## src/rtl/game_pkg.sv

```systemverilog
// -----------------------------------------------------------------------------
// game_pkg
// Shared definitions for the whack-a-mole game sequencer:
//   - game_state_t : FSM state encoding (IDLE=0, ARM=1, PLAY=2, OVER=3)
//   - LFSR_SEED    : value the mole-position LFSR holds out of reset
//   - LFSR_TAPS    : feedback tap mask for x^8 + x^6 + x^5 + x^4 + 1
//   - lfsr_step    : one shift of the Fibonacci LFSR
// -----------------------------------------------------------------------------
package game_pkg;

  typedef enum logic [1:0] {
    IDLE = 2'd0,
    ARM  = 2'd1,
    PLAY = 2'd2,
    OVER = 2'd3
  } game_state_t;

  localparam logic [7:0] LFSR_SEED = 8'hA5;

  // The register shifts toward the MSB, so polynomial terms x^8, x^6, x^5
  // and x^4 map onto bits 7, 5, 4 and 3.
  localparam logic [7:0] LFSR_TAPS = 8'hB8;

  function automatic logic [7:0] lfsr_step(input logic [7:0] cur);
    return {cur[6:0], ^(cur & LFSR_TAPS)};
  endfunction

endpackage

```

## src/rtl/lfsr8.sv

```systemverilog
// -----------------------------------------------------------------------------
// lfsr8
// Free-running 8-bit Fibonacci LFSR used to pick mole positions. It shifts on
// every rising clock edge whatever the game is doing. Because the polynomial
// is maximal-length and the seed is non-zero, the all-zero lock-up state is
// never reached.
// Ports:
//   clk   in   system clock
//   rst_n in   asynchronous active-low reset, reloads LFSR_SEED
//   out   out  current LFSR contents
// -----------------------------------------------------------------------------
module lfsr8
  import game_pkg::*;
(
  input  logic       clk,
  input  logic       rst_n,
  output logic [7:0] out
);

  always_ff @(posedge clk or negedge rst_n) begin
    if (!rst_n) begin
      out <= LFSR_SEED;
    end else begin
      out <= lfsr_step(out);
    end
  end

endmodule

```

## src/rtl/game_sequencer.sv

```systemverilog
// -----------------------------------------------------------------------------
// game_sequencer
// Whack-a-mole game control. Start moves the block through a one-cycle ARM
// state, which clears the score, into PLAY for GAME_TICKS game ticks. During
// PLAY a single mole is popped up at a pseudo-random position. The mole stays
// up for MOLE_TICKS ticks or until its button is pressed. When the game ends
// the block sits in OVER until the next start pulse.
// Parameters:
//   NUM_MOLES  number of mole positions (power of two, 2..8)
//   TICK_DIV   clk cycles per game tick
//   GAME_TICKS game length in ticks (1..255)
//   MOLE_TICKS ticks a mole stays up (1..15)
// Ports:
//   clk          in   system clock
//   rst_n        in   asynchronous active-low reset
//   start        in   single-cycle start pulse (honoured in IDLE and OVER)
//   btn          in   per-mole whack pulses
//   mole         out  one-hot active mole, zero when none is up
//   score_clear  out  one-cycle score counter clear (the ARM cycle)
//   score_enable out  score counter enable, PLAY plus one trailing cycle
//   hit_pulse    out  one-cycle strobe per accepted hit
//   time_left    out  remaining game ticks
//   game_over    out  high while in OVER
// -----------------------------------------------------------------------------
module game_sequencer
  import game_pkg::*;
#(
  parameter int NUM_MOLES  = 4,
  parameter int TICK_DIV   = 50_000_000,
  parameter int GAME_TICKS = 30,
  parameter int MOLE_TICKS = 2
) (
  input  logic                 clk,
  input  logic                 rst_n,
  input  logic                 start,
  input  logic [NUM_MOLES-1:0] btn,
  output logic [NUM_MOLES-1:0] mole,
  output logic                 score_clear,
  output logic                 score_enable,
  output logic                 hit_pulse,
  output logic [7:0]           time_left,
  output logic                 game_over
);

  localparam int IDX_W   = (NUM_MOLES > 1) ? $clog2(NUM_MOLES) : 1;
  localparam int PRESC_W = (TICK_DIV > 1) ? $clog2(TICK_DIV) : 1;
  localparam logic [PRESC_W-1:0] PRESC_LAST = PRESC_W'(TICK_DIV - 1);
  localparam logic [7:0]         GAME_LEN   = 8'(GAME_TICKS);
  localparam logic [3:0]         MOLE_LIFE  = 4'(MOLE_TICKS);

  game_state_t state_q, state_d;

  logic [PRESC_W-1:0]   presc_q, presc_d;
  logic [7:0]           time_left_d;
  logic [NUM_MOLES-1:0] mole_d;
  logic [3:0]           mole_timer_q, mole_timer_d;
  logic                 hit_pulse_d;
  logic                 score_enable_d;

  logic [7:0]           lfsr_out;
  logic [IDX_W-1:0]     spawn_idx;
  logic [NUM_MOLES-1:0] spawn_mole;
  logic                 tick;
  logic                 hit_accept;

  lfsr8 u_lfsr (
    .clk   (clk),
    .rst_n (rst_n),
    .out   (lfsr_out)
  );

  // NUM_MOLES is a power of two, so the modulo keeps just the low LFSR bits.
  assign spawn_idx  = IDX_W'(lfsr_out % 8'(NUM_MOLES));
  assign spawn_mole = NUM_MOLES'(1) << spawn_idx;

  assign tick       = (state_q == PLAY) && (presc_q == PRESC_LAST);
  assign hit_accept = (state_q == PLAY) && (|(btn & mole));

  assign score_clear = (state_q == ARM);
  assign game_over   = (state_q == OVER);

  always_ff @(posedge clk or negedge rst_n) begin
    if (!rst_n) begin
      state_q <= IDLE;
    end else begin
      state_q <= state_d;
    end
  end

  // The game-ending tick outranks everything else that could happen to the
  // mole in that cycle. After that, a hit outranks expiry. A spawn only
  // happens from an empty board, so every clear is followed by at least one
  // mole-free cycle. hit_pulse follows hit_accept in every state, which lets
  // a hit on the final tick still show up in the first OVER cycle.
  always_comb begin
    state_d      = state_q;
    presc_d      = presc_q;
    time_left_d  = time_left;
    mole_d       = mole;
    mole_timer_d = mole_timer_q;
    hit_pulse_d  = hit_accept;

    unique case (state_q)
      IDLE, OVER: begin
        if (start) begin
          state_d = ARM;
        end
      end

      ARM: begin
        state_d      = PLAY;
        time_left_d  = GAME_LEN;
        presc_d      = '0;
        mole_d       = '0;
        mole_timer_d = '0;
      end

      PLAY: begin
        presc_d = tick ? '0 : presc_q + 1'b1;
        if (tick) begin
          time_left_d = time_left - 8'd1;
        end

        if (tick && (time_left == 8'd1)) begin
          state_d      = OVER;
          time_left_d  = '0;
          mole_d       = '0;
          mole_timer_d = '0;
        end else if (hit_accept) begin
          mole_d       = '0;
          mole_timer_d = '0;
        end else if (mole == '0) begin
          mole_d       = spawn_mole;
          mole_timer_d = MOLE_LIFE;
        end else if (tick) begin
          if (mole_timer_q == 4'd1) begin
            mole_d       = '0;
            mole_timer_d = '0;
          end else begin
            mole_timer_d = mole_timer_q - 4'd1;
          end
        end
      end

      default: begin
        state_d = IDLE;
      end
    endcase

    // Looking at both the current and the next state keeps the enable high
    // from the very first PLAY cycle through one cycle after PLAY ends.
    score_enable_d = (state_q == PLAY) || (state_d == PLAY);
  end

  always_ff @(posedge clk or negedge rst_n) begin
    if (!rst_n) begin
      presc_q      <= '0;
      time_left    <= '0;
      mole         <= '0;
      mole_timer_q <= '0;
      hit_pulse    <= 1'b0;
      score_enable <= 1'b0;
    end else begin
      presc_q      <= presc_d;
      time_left    <= time_left_d;
      mole         <= mole_d;
      mole_timer_q <= mole_timer_d;
      hit_pulse    <= hit_pulse_d;
      score_enable <= score_enable_d;
    end
  end

endmodule

```

## config.mk

```make
export PLATFORM = sky130hd
export DESIGN_NAME = game_sequencer
export DESIGN_NICKNAME = d
export VERILOG_FILES = /design/src/rtl/game_pkg.sv /design/src/rtl/lfsr8.sv /design/src/rtl/game_sequencer.sv
export SDC_FILE = /design/constraint.sdc
export NUM_CORES = 1
export LEC_CHECK = 0
export ABC_AREA = 0
export CORE_UTILIZATION = 30
export DETAILED_ROUTE_END_ITERATION = 6
export GPL_TIMING_DRIVEN = 0
export HOLD_SLACK_MARGIN = 0.02
export PLACE_DENSITY = 0.55
export SYNTH_ARGS = -nofsm -noshare
export SYNTH_HDL_FRONTEND = slang
export SYNTH_SLANG_ARGS = --single-unit
export TNS_END_PERCENT = 5
```

## constraint.sdc

```tcl
create_clock -name clk -period 6.87 [get_ports clk]
set_input_delay 1.0305 -clock clk [delete_from_list [all_inputs] [get_ports clk]]
set_output_delay 1.0305 -clock clk [all_outputs]
set_load 0.01 [all_outputs]
```

After elaboration in Yosys (flattened, before gate mapping)
Cells that the tools add are included.

$add $sub $neg: 3. Equal/unequal tests: 10. Shift-type cells: 1. Muxes and demuxes: 20. Bitwise operators: 1. Reductions and logical operators: 13.

Operators by type and width (number): one-hot mux 26 bit (2 select lines) (1); 2-to-1 mux 4 bit (10); adder 26 x 1 -> 26 bit, second input constant (1); equality test 26 bit, second input constant (1); 2-to-1 mux 26 bit (1); 2-to-1 mux 8 bit (2); one-hot mux 4 bit (2 select lines) (2); one-hot mux 8 bit (2 select lines) (1); equality test 8 x 1 -> 1 bit, second input constant (1); XOR reduction 8 bit (1); subtractor 8 x 1 -> 8 bit, second input constant (1); equality test 2 bit, second input constant (3); one-hot mux 2 bit (3 select lines) (1); inequality test 5 x 2 -> 1 bit, second input constant (1); inequality test 5 x 3 -> 1 bit, second input constant (1); bitwise AND 4 bit (1); equality test 4 x 1 -> 1 bit, second input constant (1); logical NOT 4 bit (1); 2-to-1 mux 2 bit (2); AND reduction 2 bit (2); OR reduction 4 bit (1); left shift 1 x 2 -> 4 bit, first input constant (1); subtractor 4 x 1 -> 4 bit, second input constant (1); logical AND 1 bit (3); other kinds (7) (7).

Flip-flop bits (word level): 54. Input port bits: 7.

Depth between registers and ports, before layout
Gate-level depths: netlist of the first run.

Depth after elaboration: 7. Mapped depth: 9. Depth with buffers taken out: 7.

By module
From an unflattened synthesis of the first run, not the netlist that was laid out.

Cell total of the unflattened synthesis: 295. Area, all modules: 2831.5 um^2.

Modules (own cells, without submodules): game_sequencer (instances 1, cells each 284, area an instance 2600.0 um^2, sequential area each 1151.1 um^2); lfsr8 (instances 1, cells each 11, area an instance 231.5 um^2, sequential area each 205.2 um^2).

Worst setup path after synthesis of the first run
Ideal clock, no wire load.

Kind: register to register. Start: register presc_q[8]. End: register mole_timer_q[3]. Library setup time: 0.095 ns. Data arrival time: 2.243 ns. Data required time: 6.775 ns. Setup slack: 4.532 ns. Cell stages (with the launch flop): 6. Buffers on the path: 0. Cells stage by stage: dfrtp_1 or4b_4 nor4_4 nand2_4 or4_4 o31ai_1.

Cells in the longest elaborated chain, start to end: 5.

RTL lines: from (decl) (line game_sequencer.sv:53) `logic [PRESC_W-1:0] presc_q, presc_d;`; from (signal assigned) (line game_sequencer.sv:164) `presc_q <= presc_d;`; equality test 26 bit * (line game_sequencer.sv:76) `assign tick = (state_q == PLAY) && (presc_q == PRESC_LAST);`; logical AND 1 bit * (line game_sequencer.sv:76); logical AND 1 bit (line game_sequencer.sv:124) `if (tick && (time_left == 8'd1)) begin`; inequality test 5 x 3 -> 1 bit (no line) / 2-to-1 mux 4 bit (equally long branches); AND reduction 2 bit (no line) / one-hot mux 4 bit (2 select lines) (equally long branches); to (signal assigned) (line game_sequencer.sv:167) `mole_timer_q <= mole_timer_d;`; to (decl) (line game_sequencer.sv:56) `logic [3:0] mole_timer_q, mole_timer_d;`.

Mark *: on every way between the ends. The rest lies on a longest branch, timed or not. A chain may end at the register's enable or synchronous reset.

Final worst setup path of the first run
Start: register state_q[0]. End: register presc_q[7].

Cells in the longest elaborated chain, start to end: 4.

RTL lines: from (decl) (line game_sequencer.sv:51) `game_state_t state_q, state_d;`; from (signal assigned) (line game_sequencer.sv:86) `state_q <= state_d;`; equality test 2 bit (line game_sequencer.sv:76, game_sequencer.sv:103); logical AND 1 bit (line game_sequencer.sv:76); 2-to-1 mux 26 bit (line game_sequencer.sv:119) `presc_d = tick ? '0 : presc_q + 1'b1;`; one-hot mux 26 bit (2 select lines) (line game_sequencer.sv:103) `unique case (state_q)`.

Several ways; a longest one is shown, not always the timed one.

==> out/results.ini, run 1 <==
[clocking]
cts_buffers = 5
worstSkewPairLatency_ns = 0.32
postCtsSetupRepairBufs = 0
root_buffer = clkbuf_8
ctsResizeCount = 0
clock-sinks = 54
path_clk_slew_ns = 0.11
clock_path_buffers = 2
cts_tree = done
htree_levels = 2
holdBufCountCts = 0

[timing]
finalHoldViolCount = 0
min_period_over_period = 0.400
final_max_slew_viol_count = 0
setup-violations-final = 0
tightest_slew_ns = 0.782
whs_ns = 0.370
setup_tns_ns = 0
slew_headroom = 0.474
max_freq_ghz = 0.364
period_minus_slack_ns = 2.75
rsz0062_at_grt = false
final.setup_skew_ns = 0.00839

[yosys]
yosys.area.top_type = dfrtp_1
ys_warn_count = 0
avgSynthCellArea_um2 = 9.88
synthCells = 282
synth.ff_latch_count = 54
synthDistinctLibCells = 50
ys.flop_type = dfrtp_1
netlist.area_leader.share = 0.449
ys_async_sr_fraction = 1.00
synthTopCellsByArea = dfrtp_1 45%, nor2_1 4.4%, xor2_1 4.1%, dfstp_2 3.8%, ha_1 3.6%
synth_edf_count = 0
synth_nets = 297
syn_area_um2 = 2790
synth_seq_area_share = 0.487

[setup_path]
worstPathMaxFanout = 10
crit_family = buffers and inverters
path_cells = inv_1, ha_1, buf_2, nand4b_1, nor2_1, a31o_2, buf_2, buf_2, nor2_1
cpPeakStageDelay_ns = 0.41
startpoint_type = flip-flop
crit_type = flip-flop to flip-flop
cp-end-kind = flip-flop
worst-path-buf-inv = 4
crit_path_frequent_cell = buf_2
cpMaxStageDelayCell = dfrtp_1
required_ns = 7.08
worst_ep_arrival_time_ns = 2.96

[die]
num_rows = 34
initial_core_util = 0.315
core_area_um2 = 8850
ios = 23
die_x_um = 98.4
fp.dieH_um = 98.4
die_area_um2 = 9680

[route]
routed_wl_mm = 6.10
wl_per_cell_um = 14.5
viasPerCell = 5.12
drcViolationCount = 0
ant_nets = 0
drtIter0Drc = 66
via_count = 2154
firstDrtPassIters = 7

[global_routing]
grt-ovfl-total = 0
grt_max_degree = 29
grt_pass1_wl_mm = 10.8
track_usage = 0.139
grt_antenna_before_repair = 0
grt_pass1_vias = 2236

[finish]
num_antenna_cells = 0
area_delta_synth_final_pct = 16.7
utilization = 0.368
final_layout_size_suffix_gt1_frac = 0.109
n_fill_cell = 903
multi_input_area_um2 = 1350
regArea_um2 = 1360
num-nets-final = 327

[power_and_ir_drop]
total_leakage_power_uw = 0.00140
irDropWorstVdd_mv = 0.137
powerDensity_nw_per_um2 = 278

[run]
maxCapViolCount = 0

[outcome]
status = finished clean

[placed_design]
dpl.hpwl_mm = 4.32
gp_congestion = 0.829
port_buffers = 22

[hold_path]
hold_class = flip-flop to flip-flop

==> state kept, by name (all words and copies together) (netlist names) <==
register,cells
hit_pulse,1
mole,4
mole_timer_q,4
presc_q,26
score_enable,1
state_q,2
time_left,8
u_lfsr.out,8
==> path summary, 6_finish.rpt <==
| check | from | endpoint | slack, ns | cells past startpoint |
|---|---|---|---|---|
| setup / recovery | state_q[0] | presc_q[7] | 4.12 | 9 |
| hold / removal | u_lfsr.out[6] | u_lfsr.out[7] | 0.37 | 0 |
| setup reg to reg | state_q[0] | presc_q[7] | 4.12 | 9 |
| hold reg to reg | u_lfsr.out[6] | u_lfsr.out[7] | 0.37 | 0 |
| max in group asynchronous | rst_n | time_left[6] | 5.58 | 2 |
| min in group asynchronous | rst_n | u_lfsr.out[6] | 0.71 | 1 |
==> cell usage after synthesis (3+ instances only) <==
library cell  number
xor2_1            13
buf_2              3
dfstp_2            4
nand3b_1           3
nand3_1           15
a31oi_1            3
dfrtp_1           50
xnor2_1           10
nand4_1            7
a21oi_1            8
nand2_1           23
o31ai_1            3
nor3_1             6
or3_1              3
o21ai_0           15
or4_1              4
nor2_1            33
and3_1            10
o221ai_1           3
clkbuf_1           5
nor2b_1            3
ha_1               8
and2_1             3
inv_1             12
==> power by group <==
part | switching [uW] | internal [uW] | total (uW)
clock network | 118 | 76.1 | 194
registers | 18.1 | 342 | 361
logic | 217 | 134 | 350
total | 353 | 552 | 905
==> stage by stage <==
stage / cells / total power, uW / cell area (um^2) / setup slack [ns]
CTS: 421 / 918 / 3250 / 4.08
detailed placement: 413 / 720 / 3160 / 4.02
global placement: 412 / 713 / 3140 / 3.02
floorplan: 282 / 603 / 2790 / 4.53
global route: 421 / 974 / 3250 / 3.87
finish: 421 / 905 / 3250 / 4.12
==> layer usage <==
layer,vias up,part of all wire,global-route usage
met5,-,0,0
met4,0,0.015,0.0448
met3,7,0.026,0.0215
met2,36,0.48,0.235
met1,1052,0.48,0.182
li1,1059,-,-
==> worst reg2reg max path, delay by kind of cell, from the launching register on <==
family / cells / cell delay [ns]
AO/OA/AOI/OAI: 1 / 0.31
buffers and inverters: 4 / 0.83
flip-flops: 1 / 0.41
AND/OR/NAND/NOR: 3 / 0.76
adder cells (fa/ha/maj): 1 / 0.32
==> cells by family (layout without fill, tap and decap cells) <==
group / after synthesis / count (layout) / synth area share
compound gates: 42 / 42 / 0.0961
xor+xnor: 23 / 23 / 0.0723
fa+ha+maj: 8 / 8 / 0.0359
buf+inv: 20 / 51 / 0.0283
flops: 54 / 54 / 0.487
mux: 4 / 4 / 0.0153
simple gates: 131 / 131 / 0.265
==> cell usage in the layout (no fill, tap or decap), types with 4 or more instances in the layout <==
cell type        netlist  final
a21oi_1                8      8
and3_1                10     10
buf_2                  3      4
clkbuf_1               5      5
clkbuf_8               0      5
clkdlybuf4s50_1        0     21
dfrtp_1               50     50
dfstp_2                4      4
ha_1                   8      8
inv_1                 12     12
nand2_1               23     23
nand3_1               15     15
nand4_1                7      7
nor2_1                33     33
nor3_1                 6      6
o21ai_0               15     15
or4_1                  4      4
xnor2_1               10     10
xor2_1                13     13
==> final cells by class <==
cell class,instances,area share
timing repair buffer,23,0.0723
multi-input combinational,208,0.416
tap,108,0.0416
clock buffer,5,0.0212
inverter,12,0.0139
sequential,54,0.417
clock inverter,3,0.00808
buffer,8,0.0104
(Power assumes the default switching activity.)
==> run 2: changes to the inputs <==
Settings changed: PLACE_DENSITY 0.55 to 0.56.
Clock period 6.87 ns to 2.2 ns, I/O delays scaled along.
==> run 2 against run 1 <==
  * The flow now finishes with violations (negative setup slack)
  * Non-clock buffer count up 25
  * Sequential cell count did not move
  * Clock-buffer cell count unchanged
  * Global-route usage grew 0.058 points
  * Clock power rose to 3.1 times the previous value
  * Register-to-register slack lost 4.1 ns
  * Routed wire length increased by 3.2%
  * Critical path depth decreased by 3
  * Setup slack got worse by 4.1 ns
  * Critical path type unchanged
  * Largest cell class is now multi-input combinational cells
==> out/results.ini, run 2 (synthesized netlist as in run 1, its figures left out) <==
[finish]
largest_register = presc_q
final_layout_size_suffix_gt1_frac = 0.219
area_delta_synth_final_pct = 28.2
num_antenna_cells = 0
num-nets-final = 352
final_cell_mix = 50 x dfrtp_1, 29 x nor2_1, 23 x nand2_1, 23 x buf_4, 21 x clkdlybuf4s50_1
largest_reg_flops = 26
final_common_cell = dfrtp_1
top_regs = presc_q: 26 flops, time_left: 8 flops, u_lfsr.out: 8 flops

[global_routing]
grt_pass1_vias = 2264
grt_max_degree = 29
track_usage = 0.139
grt_pass1_wl_mm = 10.8
grt-ovfl-total = 0
grt_antenna_before_repair = 0

[power_and_ir_drop]
power_uw = 3060
power.switching_uw = 1160
netSwitchingFraction = 0.378
total_leakage_power_uw = 0.00159
irDropWorstVdd_mv = 0.420
p_int_uw = 1900
p_clk_frac = 0.196
powerDensity_nw_per_um2 = 856
share_comb_of_total_power = 0.437
seq_power_share = 0.367

[route]
drcViolationCount = 0
viasPerCell = 5.08
via_count = 2267
routed_wl_mm = 6.29
wl_per_cell_um = 14.1
ant_nets = 0
drtIter0Drc = 78
firstDrtPassIters = 6

[timing]
rsz0062_at_grt = true
setup-violations-final = 3
tightest_slew_ns = 0.639
final.setup_skew_ns = 0.0127
slew_headroom = 0.574
whs_ns = 0.0203
worst_slack_ns = -0.0219
max_freq_ghz = 0.450
final_max_slew_viol_count = 0
min_period_over_period = 1.01
finalHoldViolCount = 0
period_minus_slack_ns = 2.22

[placed_design]
gp_congestion = 0.805
dpl.hpwl_mm = 4.29
port_buffers = 22

[clocking]
worstSkewPairLatency_ns = 0.32
path_clk_slew_ns = 0.11
cts_tree = done
clock-sinks = 54
root_buffer = clkbuf_8
cts_buffers = 5
htree_levels = 2
clock_path_buffers = 2

[outcome]
violations = negative setup slack
status = finished with violations

[die]
die_area_um2 = 9680
num_rows = 34
ios = 23
initial_core_util = 0.315
core_area_um2 = 8850
fp.dieH_um = 98.4
die_x_um = 98.4

[hold_path]
hold_class = input port to async pin

[setup_path]
cp-end-kind = flip-flop
crit_start = presc_q[10]
rrSetupSlack_ns = -0.02
reg2reg_from = presc_q[10]
crit_type = flip-flop to flip-flop
worst_ep_arrival_time_ns = 2.46
worstPathMaxFanout = 5
r2r-end = mole_timer_q[3]
r2r_cells = 6
required_ns = 2.44
startpoint_type = flip-flop

[run]
maxCapViolCount = 0

[run 2: per-stage QoR]
stage	setup slack [ns]	instances	TNS (ns)	instance area, um^2	util
floorplan	-0.102	282	-0.556	2790	-
global placement	-0.942	412	-64.06	3140	0.355
detailed placement	-0.525	413	-15.53	3160	0.357
CTS	-0.0848	439	-0.419	3470	0.392
global route	-0.0901	446	-0.841	3570	0.404
finish	-0.0219	446	-0.0542	3570	0.404
[run 2: worst max-delay path by stage]
stage	endpoint	slack [ns]	depth (start not counted)
2_1_floorplan	mole_timer_q[3]	-0.10	5
3_3_place_gp	time_left[4]	-0.94	1
3_5_place_dp	presc_q[8]	-0.52	9
4_1_cts	time_left[3]	-0.08	7
5_1_grt	mole_timer_q[3]	-0.09	6
6_report	mole_timer_q[3]	-0.02	6
[run 2: metal layers]
metal,vias to the layer above,GRT usage,routed length (um)
li1,1106,-,-
met1,1110,0.184,3070
met2,44,0.236,2950
met3,7,0.0200,191
met4,0,0.0413,77
met5,-,0,0
[run 2: critical path, stage by stage (launching register included)]
cell and delay [ns]:
dfrtp_1 0.40, or4_4 0.55, nor4_4 0.34, buf_6 0.18, nand2_4 0.07, or4_4 0.43
o31ai_2 0.18
[run 2: repair_timing]
action,in CTS,in global routing
setup buffers,18,7
endpoints found under the setup margin,40,37
pin swaps,7,9
hold buffers,0,0
resized for setup,25,10
[run 2: power by group through the flow]
stage	clock network [uW]	logic (uW)	registers, uW
2_1_floorplan	0	750	1140
3_3_place_gp	0	1090	1140
3_5_place_dp	0	1100	1140
4_1_cts	623	1270	1120
5_1_grt	663	1470	1140
6_report	599	1340	1120
[run 2: cell type report]
cell class                      instances  area [um^2]
Timing Repair Buffer                   48          434
Multi-Input combinational cell        208         1450
Fill cell                             903         5280
Clock inverter                          3         26.3
Sequential cell                        54         1360
Inverter                               12         45.0
Buffer                                  8         60.1
Tap cell                              108          135
Clock buffer                            5         68.8
==> run 3: changes to the inputs <==
==> constraint.sdc (replaced) <==
create_clock -name clk -period 2.2 [get_ports clk]
set_input_delay 0.44 -clock clk [delete_from_list [all_inputs] [get_ports clk]]
set_output_delay 0.44 -clock clk [all_outputs]
set_load 0.01 [all_outputs]
==> results of run 3 <==
Same layout as run 2 (identical final DEF). Status: finished with violations: negative setup slack.
Among the figures that moved: hold slack 0.0203 ns -> 0.130 ns
==> variant 1: new RTL, settings of run 3 <==
The 4 states of `game_state_t` get a Gray code encoding in 2 bits.
--- a/src/rtl/game_pkg.sv
+++ b/src/rtl/game_pkg.sv
@@ -11,6 +11,6 @@
   typedef enum logic [1:0] {
-    IDLE = 2'd0,
-    ARM  = 2'd1,
-    PLAY = 2'd2,
-    OVER = 2'd3
+    IDLE = 2'b00,
+    ARM  = 2'b01,
+    PLAY = 2'b11,
+    OVER = 2'b10
   } game_state_t;
Formal check against the unedited RTL: same outputs for any inputs over 10 cycles, from zero or initial values and one cycle with rst_n low; not proved beyond that.
==> variant 1 against run 3 <==
Cell area decreased by 0.18%. Clock skew decreased by 0.0053 ns. Synthesized area increased by 8.0%. Sequential cell count unchanged. Final cell count increased by 6.5%. Count of clock-buffer cells in the layout unchanged. Highest routed layer unchanged. Setup slack improved by 0.15 ns. Wire length increased by 16%.
Power is not compared: it rests on default switching activity, and its combinational part moved more than twofold at a synthesized area within 25%.
==> variant 1: results (changes against run 3) <==
Compound-Gate Fraction of Synth Area=19.8% (was 9.61%); met3 Use GR=2.46% (was 2.00%); Placed Area=3410 sq um (was 3160 sq um); GRT met1 Usage=21.1% (was 18.4%); vias in the first global route=2448 (was 2264); # placed instances=465 (was 413); metal1 wirelength=3420 microns (was 3070 microns); die area=10400 sq um (was 9680 sq um); Synth Area in Adders=2.08% (was 3.59%); Synth Area in XOR/XNOR=2.62% (was 7.23%); Tot GR Track Use=15.4% (was 13.9%); area of the multi-input gates=1540 sq um (was 1450 sq um); FF/Latch Area=1360 sq um (about the same); critical path's slowest cell=or3_1 (was or4_4); Syn Nets=321 (was 297); Clock-cell share=2.74% (was 2.66%); gpl congestion=0.809 (was 0.805); comb_multi_in=222 (was 208); layout cells sized above 1=14.0% (was 21.9%); Gate Count Post-Synth=309 (was 282); Final non-clock buffer share=9.76% (was 13.8%); Post-DP HPWL=5220 microns (was 4290 microns); Fill cells=1033 (was 903); routed wire length=7290 microns (was 6290 microns); met2 wire len=3500 microns (was 2950 microns); Peak Freq=0.483 GHz (was 0.450 GHz); DR WL met3=288 microns (was 191 microns); Seq/Total Area, Yosys=45.1% (was 48.7%); Buffers excl. clock=42 (was 56); first-pass GRT wire length=12300 microns (was 10800 microns); Setup crit end=mole_timer_q[0] (was mole_timer_q[3]); Final nets=353 (was 352); delay-heaviest family, CP=compound AO/OA/AOI/OAI gates (was simple AND/OR/NAND/NOR gates); dpl ws=-0.273 ns (was -0.525 ns); met2 usage=24.9% (was 23.6%); worst-margin pin slew=0.674 ns (was 0.639 ns); status=finished, final reports clean (was finished, violations left); Non-clk invs=16 (was 12); Initial DRC Count=149 (was 78); CP max stage delay=0.43 ns (was 0.55 ns); multiplexer share of the synthesized area=0.998% (was 1.53%); commonest cells in the netlist=dfrtp_1, nand2_1, a31oi_1, inv_1, o21ai_0 (was dfrtp_1, nor2_1, nand2_1, nand3_1, o21ai_0); largest net degree at the start of global routing=30 (was 29)
## variant 1: cell count changes after synthesis, sizes merged, moves of 5 or more
cell / delta
nand4: +10
clkbuf: +7
or4: -5
xor2: -12
nor2: -22
and3: -8
a31oi: +18
a22o: +7
a21oi: +8
## variant 1: cell families after synthesis
group / Yosys count
muxes: 3
buffers and inverters: 33
adders and majority gates: 5
and+or+nand+nor: 117
DFF: 54
xor gates and xnor gates: 9
AOI/OAI and AO/OA: 88
## variant 1: worst min path at each step
stage	from	end	slack [ns]
finish	rst_n	presc_q[4]	0.14
global route	rst_n	presc_q[13]	0.17
CTS	rst_n	presc_q[17]	0.15
detailed placement	u_lfsr.out[6]	u_lfsr.out[7]	0.35
global placement	u_lfsr.out[6]	u_lfsr.out[7]	0.34
floorplan	rst_n	hit_pulse	0.14
## variant 1: timing repair
item                       4_1_cts  5_1_grt
buffers inserted                 2        2
setup endpoints to repair        9       17
pin swaps                        0        3
hold endpoints to repair         0        0
hold buffers                     0        0
gates resized for setup          9        5
==> variant 2: new RTL, config.mk and constraints of run 3 <==
Without the edit above. The parameter `TICK_DIV` goes from 50_000_000 to 25_000_000.
--- a/src/rtl/game_sequencer.sv
+++ b/src/rtl/game_sequencer.sv
@@ -28,3 +28,3 @@
   parameter int NUM_MOLES  = 4,
-  parameter int TICK_DIV   = 50_000_000,
+  parameter int TICK_DIV   = 25_000_000,
   parameter int GAME_TICKS = 30,
Function: same outputs for any inputs over 10 cycles, from zero or initial values and one cycle with rst_n low; that may be too few to reach the edited logic, so the function may still have changed.
==> variant 2 against run 3 <==
The flow finishes with violations (DRC). First-iteration DRC count fell by 7.7%. Power decreased by 4.8%. Sequential cell count decreased by 1. Setup slack improved by 0.069 ns. Wire length decreased by 4.8%. Cell area fell by 7.3%. Synthesized area shrank 0.58%. Critical endpoint is now mole[1].
==> variant 2: results (changes against run 3) <==
Clock-cell share=2.72% (was 2.66%); Final non-clock buffer share=9.26% (was 13.8%); Compound-Gate Fraction of Synth Area=12.1% (was 9.61%); multiplexer share of the synthesized area=1.99% (was 1.53%); Switching Power=1.11 mW (was 1.16 mW); failing checks=DRC (was setup timing); sequential cell area share=40.2% (was 38.0%); # placed instances=409 (was 413); comb_multi_in=201 (was 208); Synth Register Bits=53 (was 54); worst-margin pin slew=0.691 ns (was 0.639 ns); min cycle time layout=2.15 ns (was 2.22 ns); R2R depth=8 (was 6); Worst IR Drop VDD=0.338 mV (was 0.420 mV); routed wire length=5990 microns (was 6290 microns); top_reg_cell synth=dfrtp_1 (unchanged); critical path class=reg2reg (unchanged); met2 wire len=2740 microns (was 2950 microns); Tot GR Track Use=13.4% (was 13.9%); Crit Path Max Fanout=7 (was 5); Final nets=323 (was 352); DRC viols=5 (was 0); metal1 wirelength=2950 microns (was 3070 microns); clk_skew=0.0125 ns (was 0.0127 ns); vias in the first global route=2196 (was 2264); Buffers excl. clock=35 (was 56); RR Startpoint=state_q[0] (was presc_q[10]); met3 Use GR=2.51% (was 2.00%); Wirelength per Cell=14.4 microns (was 14.1 microns); Initial DRC Count=72 (was 78); top flop regs=presc_q: 25 flops, time_left: 8 flops, u_lfsr.out: 8 flops (was presc_q: 26 flops, time_left: 8 flops, u_lfsr.out: 8 flops); layout cells sized above 1=13.6% (was 21.9%); worst-skew pair later-pin latency=just over 0.3 ns; met2 usage=21.8% (was 23.6%); Synth Area in Adders=3.61% (was 3.59%); dpl ws=-0.308 ns (was -0.525 ns); multi-input combinational area share=42.4% (was 40.5%); Seq/Total Area, Yosys=48.1% (was 48.7%); Setup crit end=mole[1] (was mole_timer_q[3]); crit path DAT=2.40 ns (was 2.46 ns); Fill cells=908 (was 903); largest net degree at the start of global routing=33 (was 29); Area contributors post-synth=dfrtp_1, xnor2_1, dfstp_2, ha_1, nor2_1 (was dfrtp_1, nor2_1, xor2_1, dfstp_2, ha_1); commonest cells in the netlist=dfrtp_1, nor2_1, nand3_1, xnor2_1, nand2_1 (was dfrtp_1, nor2_1, nand2_1, nand3_1, o21ai_0); GRT met1 Usage=18.1% (was 18.4%); status=finished, violations left (unchanged); P_leak=1.32 nW (was 1.59 nW); Post-DP HPWL=4220 microns (was 4290 microns); first-pass GRT wire length=10500 microns (was 10800 microns); Combinational Power Share=39.2% (was 43.7%); gpl congestion=0.787 (was 0.805)
variant 2: cell count changes after synthesis, sizes merged, moves of 6 or more:
cell   delta
and3     -10
nor3      +9
xor2      -6
xnor2     +6
nor2      -8
nand2     -9
variant 2: stage by stage:
step	instance area, sq um	total power [mW]	TNS, ns	hold WS (ns)
2_1_floorplan	2770	1.88	0	0.144
3_3_place_gp	3130	2.28	-56.79	0.336
3_5_place_dp	3140	2.31	-7.64	0.349
4_1_cts	3240	2.91	-0.0903	0.118
5_1_grt	3310	3.13	-0.168	0.135
6_report	3310	2.91	0	0.102
variant 2: worst max-delay path: stages (launching register included):
cell	delay, ns
dfrtp_1	0.41
inv_1	0.09
ha_4	0.20
nor3b_1	0.14
and4_1	0.24
and2_1	0.17
buf_6	0.13
a2111oi_1	0.48
mux2_2	0.23
variant 2: what timing repair did:
item                                    4_1_cts  5_1_grt
gates resized for setup                       5       12
endpoints found under the setup margin       34       35
buffers inserted                              0        2
pin swaps                                     1        3
